File: src/rtl/parity_frame_rx_if.sv
// Serial receive bundle: strobed line in, captured word and flags out.
// master drives the line; slave is the receiver.
interface parity_frame_rx_if #(
    parameter int DATA_W = 8
);
    logic              bit_en;
    logic              rx_bit;
    logic [DATA_W-1:0] data_o;
    logic              valid_o;
    logic              parity_err_o;
    logic              frame_err_o;
    logic              busy_o;

    modport master (
        output bit_en, rx_bit,
        input  data_o, valid_o, parity_err_o,
        input  frame_err_o, busy_o
    );

    modport slave (
        input  bit_en, rx_bit,
        output data_o, valid_o, parity_err_o,
        output frame_err_o, busy_o
    );
endinterface

File: src/rtl/parity_frame_rx.sv
// Strobed serial frame receiver: start, DATA_W bits LSB first,
// parity, stop. Reports the word with parity and framing flags.
module parity_frame_rx #(
    parameter int DATA_W     = 8,
    parameter bit PARITY_ODD = 1'b0
) (
    input  logic               clk,
    input  logic               rst,
    parity_frame_rx_if.slave   bus
);
    localparam int CW = (DATA_W > 1) ? $clog2(DATA_W) : 1;
    localparam logic [CW-1:0] LAST = CW'(DATA_W - 1);

    typedef enum logic [1:0] {
        IDLE,
        DATA,
        PARITY,
        STOP
    } state_t;

    state_t            state;
    logic [DATA_W-1:0] shreg;
    logic [CW-1:0]     cnt;
    logic              acc;
    logic              perr;
    logic [DATA_W-1:0] data_q;
    logic              valid_q;
    logic              perr_q;
    logic              ferr_q;
    logic              busy_q;

    always_ff @(posedge clk or posedge rst) begin
        if (rst) begin
            state   <= IDLE;
            shreg   <= '0;
            cnt     <= '0;
            acc     <= 1'b0;
            perr    <= 1'b0;
            data_q  <= '0;
            valid_q <= 1'b0;
            perr_q  <= 1'b0;
            ferr_q  <= 1'b0;
            busy_q  <= 1'b0;
        end else begin
            valid_q <= 1'b0;
            if (bus.bit_en) begin
                unique case (state)
                    IDLE: begin
                        if (!bus.rx_bit) begin
                            state  <= DATA;
                            cnt    <= '0;
                            acc    <= 1'b0;
                            busy_q <= 1'b1;
                        end
                    end
                    DATA: begin
                        shreg[cnt] <= bus.rx_bit;
                        acc        <= acc ^ bus.rx_bit;
                        cnt        <= cnt + CW'(1);
                        if (cnt == LAST)
                            state <= PARITY;
                    end
                    PARITY: begin
                        // 1 means the received parity disagrees
                        perr  <= acc ^ bus.rx_bit ^ PARITY_ODD;
                        state <= STOP;
                    end
                    STOP: begin
                        // a 0 here is a framing error, never a start bit
                        data_q  <= shreg;
                        perr_q  <= perr;
                        ferr_q  <= ~bus.rx_bit;
                        valid_q <= 1'b1;
                        busy_q  <= 1'b0;
                        state   <= IDLE;
                    end
                endcase
            end
        end
    end

    assign bus.data_o       = data_q;
    assign bus.valid_o      = valid_q;
    assign bus.parity_err_o = perr_q;
    assign bus.frame_err_o  = ferr_q;
    assign bus.busy_o       = busy_q;
endmodule

File: src/flat_wrapper.sv
// flat-port wrapper written by rule: the top's interface ports become plain ports
module parity_frame_rx_flat 
#(
    parameter int DATA_W     = 8,
    parameter bit PARITY_ODD = 1'b0
)
  (clk, rst, bus_bit_en, bus_rx_bit, bus_data_o, bus_valid_o, bus_parity_err_o, bus_frame_err_o, bus_busy_o);
  parity_frame_rx_if #(.DATA_W(DATA_W)) bus_i ();
  input  logic clk;
  input  logic rst;
  input wire logic [$bits(bus_i.bit_en)-1:0] bus_bit_en;
  input wire logic [$bits(bus_i.rx_bit)-1:0] bus_rx_bit;
  output wire logic [$bits(bus_i.data_o)-1:0] bus_data_o;
  output wire logic [$bits(bus_i.valid_o)-1:0] bus_valid_o;
  output wire logic [$bits(bus_i.parity_err_o)-1:0] bus_parity_err_o;
  output wire logic [$bits(bus_i.frame_err_o)-1:0] bus_frame_err_o;
  output wire logic [$bits(bus_i.busy_o)-1:0] bus_busy_o;
  assign bus_i.bit_en = bus_bit_en;
  assign bus_i.rx_bit = bus_rx_bit;
  assign bus_data_o = bus_i.data_o;
  assign bus_valid_o = bus_i.valid_o;
  assign bus_parity_err_o = bus_i.parity_err_o;
  assign bus_frame_err_o = bus_i.frame_err_o;
  assign bus_busy_o = bus_i.busy_o;
  parity_frame_rx #(.DATA_W(DATA_W), .PARITY_ODD(PARITY_ODD)) u_core (.clk(clk), .rst(rst), .bus(bus_i));
endmodule
File: config.mk
export PLATFORM = sky130hd
export DESIGN_NAME = parity_frame_rx_flat
export DESIGN_NICKNAME = d
export VERILOG_FILES = /design/src/rtl/parity_frame_rx_if.sv /design/src/rtl/parity_frame_rx.sv /design/src/flat_wrapper.sv
export SDC_FILE = /design/constraint.sdc
export NUM_CORES = 1
export LEC_CHECK = 0
export BUFFER_PORTS_ARGS = -buffer_cell sky130_fd_sc_hd__buf_2
export CELL_PAD_IN_SITES_DETAIL_PLACEMENT = 0
export CELL_PAD_IN_SITES_GLOBAL_PLACEMENT = 1
export CORE_UTILIZATION = 39
export CTS_CLUSTER_SIZE = 25
export DETAILED_ROUTE_END_ITERATION = 10
export GPL_TIMING_DRIVEN = 1
export MAX_ROUTING_LAYER = met4
export PLACE_DENSITY = 0.8
export SYNTH_ARGS = -nofsm -noshare
export SYNTH_HDL_FRONTEND = slang
export SYNTH_SLANG_ARGS = --single-unit
export TNS_END_PERCENT = 30
File: constraint.sdc
create_clock -name clk -period 1.5 [get_ports clk]
set_input_delay 0.15 -clock clk [delete_from_list [all_inputs] [get_ports clk]]
set_output_delay 0.15 -clock clk [all_outputs]
set_load 0.02 [all_outputs]
Yosys cells after proc, flatten, opt, wreduce, memory -nomap -nowiden
Index checks and enable logic that the tools add are counted.
{ "totals": {"ff_bits": 27, "latchBits": 0, "mem_bits_rw": 0, "romBits": 0, "in_bits": 4, "output_inout_bits": 12, "word_cells": 45, "mem_count": 0} }
{ "classes": {"add_sub_neg": 1, "n_mul": 0, "n_div": 0, "magnitude_cmp": 2, "n_eq_ne": 6, "n_shift": 0, "mux": 14, "n_bitwise": 2, "reduce_logical": 10} }
{ "ops": {"columns": ["operator", "count"], "rows": [
  ["$reduce_and A3 Y1", 3],
  ["$bwmux W8", 1],
  ["$pmux W2 S4", 1],
  ["$pmux W3 S2", 1],
  ["$reduce_and A2 Y1", 3],
  ["$mux W1", 5],
  ["$eq A2 B2 Y1 const B", 2],
  ["$lt A3 B4 Y1 const B", 1],
  ["$mux W2", 2],
  ["$pmux W1 S2", 2],
  ["$reduce_bool A2 Y1", 2],
  ["$add A3 B1 Y3 const B", 1],
  ["$demux W1 S3", 1],
  ["$eq A3 B3 Y1 const B", 1],
  ["$ge A3 B1 Y1 const B", 1],
  ["$mux W3", 1],
  ["$eq A2 B1 Y1 const B", 1],
  ["$logic_not A2 Y1", 1],
  ["$ne A2 B1 Y1 const B", 1],
  ["$ne A2 B2 Y1 const B", 1],
  ["$logic_and A1 B1 Y1", 1],
  ["$not A1 Y1", 1],
  ["$xor A1 B1 Y1", 1]
]} }

Logic depth before layout (Yosys ltp)
Gate-level depths: netlist (run 1).
{ "logic_depth": {"ltp_word": 5, "depth_mapped": 5, "ltp_nobuf": 5} }

Worst setup path after synthesis (run 1)
Ideal clock, no wire load.
{ "synth_timing": {"path_type": "register to register", "from": "register u_core.state[1]", "to": "register u_core.shreg[1]", "setup_ps": 125, "t_arrival_ps": 1345, "required_ps": 1375, "setup_slack_ps": 30, "path_stages_with_launch": 6, "path_buffers": 0, "period_less_slack_ps": 1470, "path_cell_list": "dfrtp_1 > inv_1 > ha_1 > nand3_1 > nor3_1 > mux2_2"} }
{ "synth_between": {"elab_chain_cells": 2} }
{ "synth_lines": {"columns": ["element", "line_no", "rtl"], "rows": [
  ["start: declaration", "parity_frame_rx.sv:21", "state_t state;"],
  ["start signal: assignment", "parity_frame_rx.sv:34", "state <= IDLE;"],
  ["start signal: assignment", "parity_frame_rx.sv:50", "state <= DATA;"],
  ["start signal: assignment", "parity_frame_rx.sv:61", "state <= PARITY;"],
  ["$eq A2 B1 Y1", "parity_frame_rx.sv:47", "unique case (state)"],
  ["$reduce_and A2 Y1 (no source line)", null, null],
  ["end signal: indexed assignment", "parity_frame_rx.sv:57", "shreg[cnt] <= bus.rx_bit;"],
  ["end: declaration", "parity_frame_rx.sv:22", "logic [DATA_W-1:0] shreg;"]
]} }
No other way between the ends.
A chain may end at the register's enable or synchronous reset.

Worst setup path after layout (run 1)
{ "layout_timing": {"from": "register u_core.state[1]", "to": "register u_core.state[1]"} }
{ "layout_between": {"elab_chain_cells": 3, "word_cells_on_any_way": 8, "cone_classes": "eq/ne: 5; mux: 1; reduce/logical: 2"} }
{ "layout_lines": {"columns": ["element", "line_no"], "rows": [
  ["$eq A2 B1 Y1 / $logic_not A2 Y1 (equally long branches)", "parity_frame_rx.sv:47"],
  ["$ne A2 B1 Y1 (no source line) / $ne A2 B2 Y1 (equally long branches)", null],
  ["$reduce_and A3 Y1 (no source line)", null]
]} }
Several ways; a longest one is shown, not always the timed one.

==> results of run 1 <==
## stage by stage
stage	utilization	hold WS (ps)	area, µm²	std cells	setup TNS, ps
floorplan	-	202.7	1230	96	0
global placement	0.4620	219.8	1399	158	0
detailed placement	0.4620	232.0	1399	158	-78.46
CTS	0.4855	88.22	1470	165	-12.13
global route	0.4934	104.8	1494	166	-62.32
finish	0.4934	119.7	1494	166	0
## sequential cells by signal, summed over array words and instances (netlist names)
| name | flops |
|---|---|
| u_core.bus.parity_err_o | 1 |
| u_core.shreg | 8 |
| u_core.bus.valid_o | 1 |
| u_core.acc | 1 |
| u_core.bus.data_o | 8 |
| u_core.state | 2 |
| u_core.perr | 1 |
| u_core.bus.busy_o | 1 |
| u_core.bus.frame_err_o | 1 |
| u_core.cnt | 3 |
## layout make-up
type	instances	area, µm²	area share
timing repair buffer	25	165.2	0.1106
tap	44	55.05	0.03685
multi-input combinational	61	553.0	0.3702
clock buffer	4	26.28	0.01759
sequential	27	675.6	0.4523
inverter	5	18.77	0.01256
## Yosys cell counts (2+ instances only)
cell type | number | area, µm²
sky130_fd_sc_hd__a21oi_1 | 4 | 20.02
sky130_fd_sc_hd__a22o_1 | 2 | 17.52
sky130_fd_sc_hd__buf_4 | 2 | 15.01
sky130_fd_sc_hd__dfrtp_1 | 27 | 675.7
sky130_fd_sc_hd__ha_1 | 7 | 87.58
sky130_fd_sc_hd__inv_1 | 5 | 18.77
sky130_fd_sc_hd__mux2_2 | 18 | 202.7
sky130_fd_sc_hd__mux2i_1 | 2 | 20.02
sky130_fd_sc_hd__nand2_1 | 4 | 15.01
sky130_fd_sc_hd__nand2b_1 | 2 | 12.51
sky130_fd_sc_hd__nand3b_1 | 3 | 22.52
sky130_fd_sc_hd__nor2_1 | 8 | 30.03
sky130_fd_sc_hd__nor3_1 | 2 | 10.01
## worst max path at each step
stage,from,end,depth (start not counted)
final,u_core.state[1],u_core.state[1],6
after global routing,u_core.state[1],u_core.shreg[5],5
after CTS,u_core.state[0],u_core.shreg[0],4
after detailed placement,u_core.state[1],u_core.shreg[0],5
after global placement,u_core.state[1],u_core.shreg[1],5
after floorplan,u_core.state[1],u_core.shreg[1],5
## worst max-delay path, delay by kind of cell, from the launching register on
| family | cells | cell delay (ps) |
|---|---|---|
| AO/OA/AOI/OAI | 2 | 270 |
| adder cells (fa/ha/maj) | 1 | 160 |
| buffers and inverters | 2 | 220 |
| flip-flops | 1 | 400 |
| multiplexers | 1 | 300 |
## timing repair
item,CTS,global route
resized for setup,6,3
hold endpoints to repair,27,0
setup buffers,2,1
pin swaps,2,2
hold buffers,1,0
setup endpoints to repair,3,17
## cells in the final DEF (no fill, tap or decap), types with 3 or more instances in the layout
master,count
sky130_fd_sc_hd__a21oi_1,4
sky130_fd_sc_hd__buf_2,15
sky130_fd_sc_hd__buf_4,8
sky130_fd_sc_hd__clkbuf_4,3
sky130_fd_sc_hd__dfrtp_1,27
sky130_fd_sc_hd__ha_1,5
sky130_fd_sc_hd__inv_1,3
sky130_fd_sc_hd__mux2_2,18
sky130_fd_sc_hd__nand2_1,3
sky130_fd_sc_hd__nand3b_1,3
sky130_fd_sc_hd__nor2_1,8
## power by group through the flow
| stage | clock [W] | sequential, W | combinational [W] |
|---|---|---|---|
| after detailed placement | 0 | 0.00124 | 0.00121 |
| after global routing | 0.000353 | 0.00127 | 0.00146 |
| after global placement | 0 | 0.00121 | 0.00117 |
| final | 0.000300 | 0.00123 | 0.00131 |
| after floorplan | 0 | 0.00138 | 0.000664 |
| after CTS | 0.000327 | 0.00123 | 0.00129 |
## metal layers
layer  up-vias  GRT usage  wire length [µm]  share of wire
met1       397     0.1641               890           0.44
met4         0    0.03061                10         0.0049
met2        11     0.2759              1082           0.53
met5         -          -                 0              0
met3         2    0.02679                45          0.022
li1        380          -                 -              -
## logic make-up (layout without fill, tap and decap cells)
group	after synthesis	count (layout)	share of synthesized area
flops	27	27	0.5493
mux	21	21	0.1933
simple gates	21	21	0.08239
compound gates	11	11	0.06613
buf+inv	8	34	0.03051
fa+ha+maj	7	7	0.07121
xor+xnor	1	1	0.007122
==> results by group, run 1 <==
Outcome
  – Status: completed

Clock tree
  – Number of H-tree levels: 1
  – Clock Path Buffers: 2
  – Sink Count: 27
  – Later-pin clock latency in the skew report: 310 ps
  – Clock input transition at the sequential cells of the worst setup and hold paths: 140 ps
  – CTS buffer count: 3
  – Clock tree from TritonCTS: yes
  – Root buffer cell: sky130_fd_sc_hd__clkbuf_4

Synthesis
  – Total of warnings raised by yosys: 0
  – Cell count after synthesis: 96
  – Flip-flop cell with the highest count after synthesis: sky130_fd_sc_hd__dfrtp_1
  – Distinct cells, synth: 23
  – Fraction of synthesis flops using an asynchronous set or reset pin: 1.000
  – Register area share after synthesis: 0.5493
  – Number of enable-type register cells in the synthesized netlist: 0
  – Number of flip-flops and latches in the synthesized netlist: 27
  – Area of the mapped netlist: 1230 µm²
  – Net count after synthesis: 107
  – Mean cell area of the mapped netlist: 12.81 µm²

Power
  – Sequential power share: 0.434
  – Leakage dissipation: 0.7382 nW
  – P per Cell Area: 1900 nW/µm²
  – Fraction of power spent switching nets: 0.3655
  – PnR Total Power: 0.002839 W
  – Worst vdd rail ir drop: 0.0007645 V
  – Relative contribution of the clock network to total power: 0.106
  – Comb power frac: 0.461
  – Net Sw Power: 0.001037 W
  – Pint: 0.001801 W

Drt
  – Detail-routed via count per cell: 4.759
  – Post-Route WL: 2029 µm
  – Number of detailed-routing iterations run before antenna repair: 4
  – Average wire per cell in the routed design: 12.22 µm
  – Number of DRC markers after the initial detailed-route iteration: 14
  – DRC violations left: 0
  – Number of vias in the routed layout: 790
  – Antenna Nets Post-Route: 0

STA
  – Final Hold Viols: 0
  – Post-route fraction of the period consumed by the critical path: 0.9723
  – Setup repair after global routing missed its margin: true
  – # setup viols final: 0
  – Worst setup margin: 41.59 ps
  – Maximum clock rate: 685.7 MHz
  – Shortest period the worst path allows: 1458 ps
  – Post-Route Skew: 4.773 ps
  – Worst Tran Pin Value: 340.2 ps
  – Worst max-slew margin expressed relative to the limit: 0.7732
  – Slew Limit Fails: 0

Floorplan
  – Horizontal die dimension: 58.16 µm
  – Effective utilization at floorplan: 0.4062
  – Number of primary I/O pins: 16
  – Height of the die: 58.16 µm
  – Placeable Area: 3028 µm²
  – Std-Cell Rows: 20
  – Overall die area: 3382 µm²

Setup path
  – Kind of critical path: register to register
  – Capture instance of the worst register-to-register path: u_core.state[1]
  – Register-to-register path setup slack: 40 ps
  – Worst Path Arrival: 1670 ps
  – Slowest cell on the critical path: sky130_fd_sc_hd__dfrtp_1
  – Cells along the critical path: inv_2, buf_4, ha_4, a21boi_4, o21ai_2, mux2_4
  – Critical path's largest stage delay: 400 ps
  – Data required time at the worst endpoint: 1710 ps
  – Cell count of the worst reg-to-reg path: 6
  – Startpoint class of the critical path: register
  – Crit Path Max Fanout: 4
  – Worst R2R Start: u_core.state[1]
  – Element type at the critical path end: register

Global route
  – Wire length of the first global-routing pass: 3726 µm
  – Via count of the first global-routing pass: 857
  – Largest net degree at the start of global routing: 28
  – Initial antenna violation count: 0
  – Remaining Overflow, GRT: 0
  – Combined global-route utilization of all metal layers: 0.1481

Job
  – Max-Cap Viols: 0

Placement
  – Setup slack at placement: -78.46 ps
  – Total of buffers placed on input and output ports: 15
  – Half-perimeter wire length after placement: 1509 µm
  – Global placer's final weighted congestion: 0.8219

Layout
  – Filler cell count: 265
  – Final #Nets: 134
  – Antenna diode count: 0
  – Fraction of layout instances using a drive strength above 1: 0.4508
  – Signed area change from the synthesized netlist to the final layout: 21.46%

Worst hold path
  – Worst min path class: input port to register
  – Worst Hold Path EP: u_core.perr
  – Worst Hold Launch: bus_bit_en
  – Number of cells traversed by the worst hold path: 2
No activity file was read; power rests on OpenSTA's default activity.
==> run 2, diff against run 1 <==
--- a/config.mk
+++ b/config.mk
@@ -11,7 +11,7 @@
 export CORE_UTILIZATION = 39
 export CTS_CLUSTER_SIZE = 25
 export DETAILED_ROUTE_END_ITERATION = 10
-export GPL_TIMING_DRIVEN = 1
+export GPL_TIMING_DRIVEN = 0
 export MAX_ROUTING_LAYER = met4
 export PLACE_DENSITY = 0.8
 export SYNTH_ARGS = -nofsm -noshare
==> run 2 against run 1 <==
Compared with the run above:
- global-route usage down 1.7 points
- die area unchanged
- first-iteration DRC count fell by 7.1%
- maximum frequency down 1.4%
- combinational power shrank 8%
- worst hold slack got worse by 93 ps
- sequential power is essentially flat
==> results by group, run 2 (synthesized netlist as in run 1, its figures left out) <==
Power
  – P per Cell Area: 1896 nW/µm² (-0.22%)
  – Sequential power share: 0.451 (+0.017)
  – Pint: 0.001739 W (-3.4%)
  – Leakage dissipation: 0.7137 nW (-3.3%)
  – Comb power frac: 0.438 (-0.023)
  – Worst vdd rail ir drop: 0.0008274 V (+8.2%)
  – Relative contribution of the clock network to total power: 0.111 (+0.005)
  – Fraction of power spent switching nets: 0.3674 (+0.001952)
  – Net Sw Power: 0.001010 W (-2.6%)

Clock tree
  – Number of H-tree levels: 1 (unchanged)
  – Clock Path Buffers: 2 (unchanged)
  – Cts hold-fix bufs: 0 (-1)
  – Clock tree from TritonCTS: yes
  – Later-pin clock latency in the skew report: 320 ps (about the same)
  – Root buffer cell: sky130_fd_sc_hd__clkbuf_4
  – Clock input transition at the sequential cells of the worst setup and hold paths: 140 ps (about the same)
  – Sink Count: 27 (unchanged)
  – CTS buffer count: 3 (unchanged)

Layout
  – Antenna diode count: 0 (unchanged)
  – Post-route insts no fill: 160 (-3.6%)
  – Fraction of layout instances using a drive strength above 1: 0.4397 (-0.01116)
  – Final #Nets: 128 (-4.5%)
  – Signed area change from the synthesized netlist to the final layout: 17.90%
  – Commonest non-fill, non-tap cell in the layout: sky130_fd_sc_hd__dfrtp_1
  – Commonest cells after routing, fill and taps aside: sky130_fd_sc_hd__dfrtp_1, sky130_fd_sc_hd__mux2_2, sky130_fd_sc_hd__buf_2, sky130_fd_sc_hd__nor2_1

Outcome
  – Status: completed

Drt
  – DRC violations left: 0 (unchanged)
  – Post-Route WL: 1934 µm (-4.7%)
  – Average wire per cell in the routed design: 12.09 µm (-1.1%)
  – Antenna Nets Post-Route: 0 (unchanged)
  – Number of vias in the routed layout: 728 (-7.8%)
  – Number of DRC markers after the initial detailed-route iteration: 13 (-1)
  – Detail-routed via count per cell: 4.550 (-4.4%)
  – Number of detailed-routing iterations run before antenna repair: 2 (-2)

STA
  – Post-Route Skew: 1.162 ps (-3.611 ps)
  – Final Hold Viols: 0 (unchanged)
  – Setup repair after global routing missed its margin: true
  – Worst Tran Pin Value: 962.0 ps (+621.8 ps)
  – Shortest period the worst path allows: 1480 ps (+21.21 ps)
  – Worst max-slew margin expressed relative to the limit: 0.3580 (-0.4152)
  – # setup viols final: 0 (unchanged)
  – Maximum clock rate: 675.9 MHz (-1.4%)
  – Post-route fraction of the period consumed by the critical path: 0.9864 (+0.01414)
  – Slew Limit Fails: 0 (unchanged)
  – Worst setup margin: 20.38 ps (-21.21 ps)

Floorplan
  – Number of primary I/O pins: 16 (unchanged)
  – Effective utilization at floorplan: 0.4062 (unchanged)
  – Placeable Area: 3028 µm² (unchanged)
  – Height of the die: 58.16 µm (unchanged)
  – Horizontal die dimension: 58.16 µm (unchanged)
  – Std-Cell Rows: 20 (unchanged)
  – Overall die area: 3382 µm² (unchanged)

Global route
  – Via count of the first global-routing pass: 710 (-17%)
  – Largest net degree at the start of global routing: 28 (unchanged)
  – Combined global-route utilization of all metal layers: 0.1308 (-0.01735)
  – Wire length of the first global-routing pass: 3215 µm (-14%)
  – Initial antenna violation count: 0 (unchanged)
  – Remaining Overflow, GRT: 0 (unchanged)

Setup path
  – Slowest cell on the critical path: sky130_fd_sc_hd__dfrtp_2
  – Worst Path Arrival: 1700 ps (+30 ps)
  – Data required time at the worst endpoint: 1720 ps (about the same)
  – Most common cell type on the critical path: sky130_fd_sc_hd__ha_1
  – Element type at the critical path end: register
  – Register-to-register path setup slack: 20 ps (-20 ps)
  – Crit Path Max Fanout: 7 (+3)
  – Kind of critical path: register to register
  – Cells along the critical path: ha_1, ha_1, o21ai_2, mux2_4
  – Critical path's largest stage delay: 490 ps (+90 ps)
  – Startpoint class of the critical path: register

Worst hold path
  – Worst min path class: input port to async pin

Job
  – Max-Cap Viols: 0 (unchanged)

Placement
  – Setup slack at placement: -168.6 ps (-90.10 ps)
  – Half-perimeter wire length after placement: 1395 µm (-7.6%)
  – Global placer's final weighted congestion: 0.7161 (-13%)
  – Inst Count DP: 154 (-2.5%)
  – Total of buffers placed on input and output ports: 14 (-1)
==> run 2: final cells by class <==
type	instances	area, µm²
fillers	282	1578
flip-flops and latches	27	676.9
multi-input cells	61	564.3
repair buffers	16	85.08
well taps	44	55.05
clock buffers	3	22.52
plain buffers	3	22.52
inverters	5	18.77
clock inverters	1	5.005
==> run 2: path summary, 6_finish.rpt <==
check                                        from                     end  cells past startpoint
setup / recovery                    u_core.cnt[1]         u_core.state[1]                      4
min in group clk                       bus_bit_en             u_core.perr                      2
max in group asynchronous                     rst           u_core.cnt[1]                      2
setup reg to reg                    u_core.cnt[1]         u_core.state[1]                      4
hold / removal                                rst         u_core.shreg[3]                      2
hold reg to reg            u_core.bus.frame_err_o  u_core.bus.frame_err_o                      2
==> run 2: repair_timing <==
action | CTS | global route
buffers inserted | 1 | 1
pin swaps | 1 | 5
setup endpoints to repair | 10 | 19
resized for setup | 9 | 5
==> run 2: per-stage QoR <==
stage	hold slack, ps	util	total power [W]	cell area, µm²	setup TNS, ps
after floorplan	202.7	-	0.002042	1230	0
after global placement	394.6	0.4475	0.002289	1355	-639.8
after detailed placement	401.0	0.4475	0.002346	1355	-935.1
after CTS	54.39	0.4702	0.002719	1424	-6.797
after global routing	66.31	0.4789	0.002968	1450	-437.6
final	26.41	0.4789	0.002749	1450	0
==> run 2: power groups by stage <==
| stage | registers, W | clock network (W) | logic, W |
|---|---|---|---|
| 2_1_floorplan | 0.00138 | 0 | 0.000664 |
| 3_3_place_gp | 0.00122 | 0 | 0.00107 |
| 3_5_place_dp | 0.00125 | 0 | 0.00110 |
| 4_1_cts | 0.00124 | 0.000315 | 0.00117 |
| 5_1_grt | 0.00128 | 0.000343 | 0.00134 |
| 6_report | 0.00124 | 0.000306 | 0.00120 |
==> run 2: layer usage <==
| layer | wire length [µm] | global-route usage | part of all wire | vias to the layer above |
|---|---|---|---|---|
| met5 | 0 | - | 0 | - |
| met4 | 15 | 0.05102 | 0.0078 | 0 |
| met3 | 48 | 0.02679 | 0.025 | 2 |
| met2 | 921 | 0.2053 | 0.48 | 11 |
| met1 | 949 | 0.1662 | 0.49 | 351 |
| li1 | - | - | - | 364 |
==> run 2: critical path: cells and delay by family, from the launching register on <==
kind,cells,cell delay (ps)
multiplexers,1,320
AO/OA/AOI/OAI,1,180
adder cells (fa/ha/maj),2,390
flip-flops,1,490
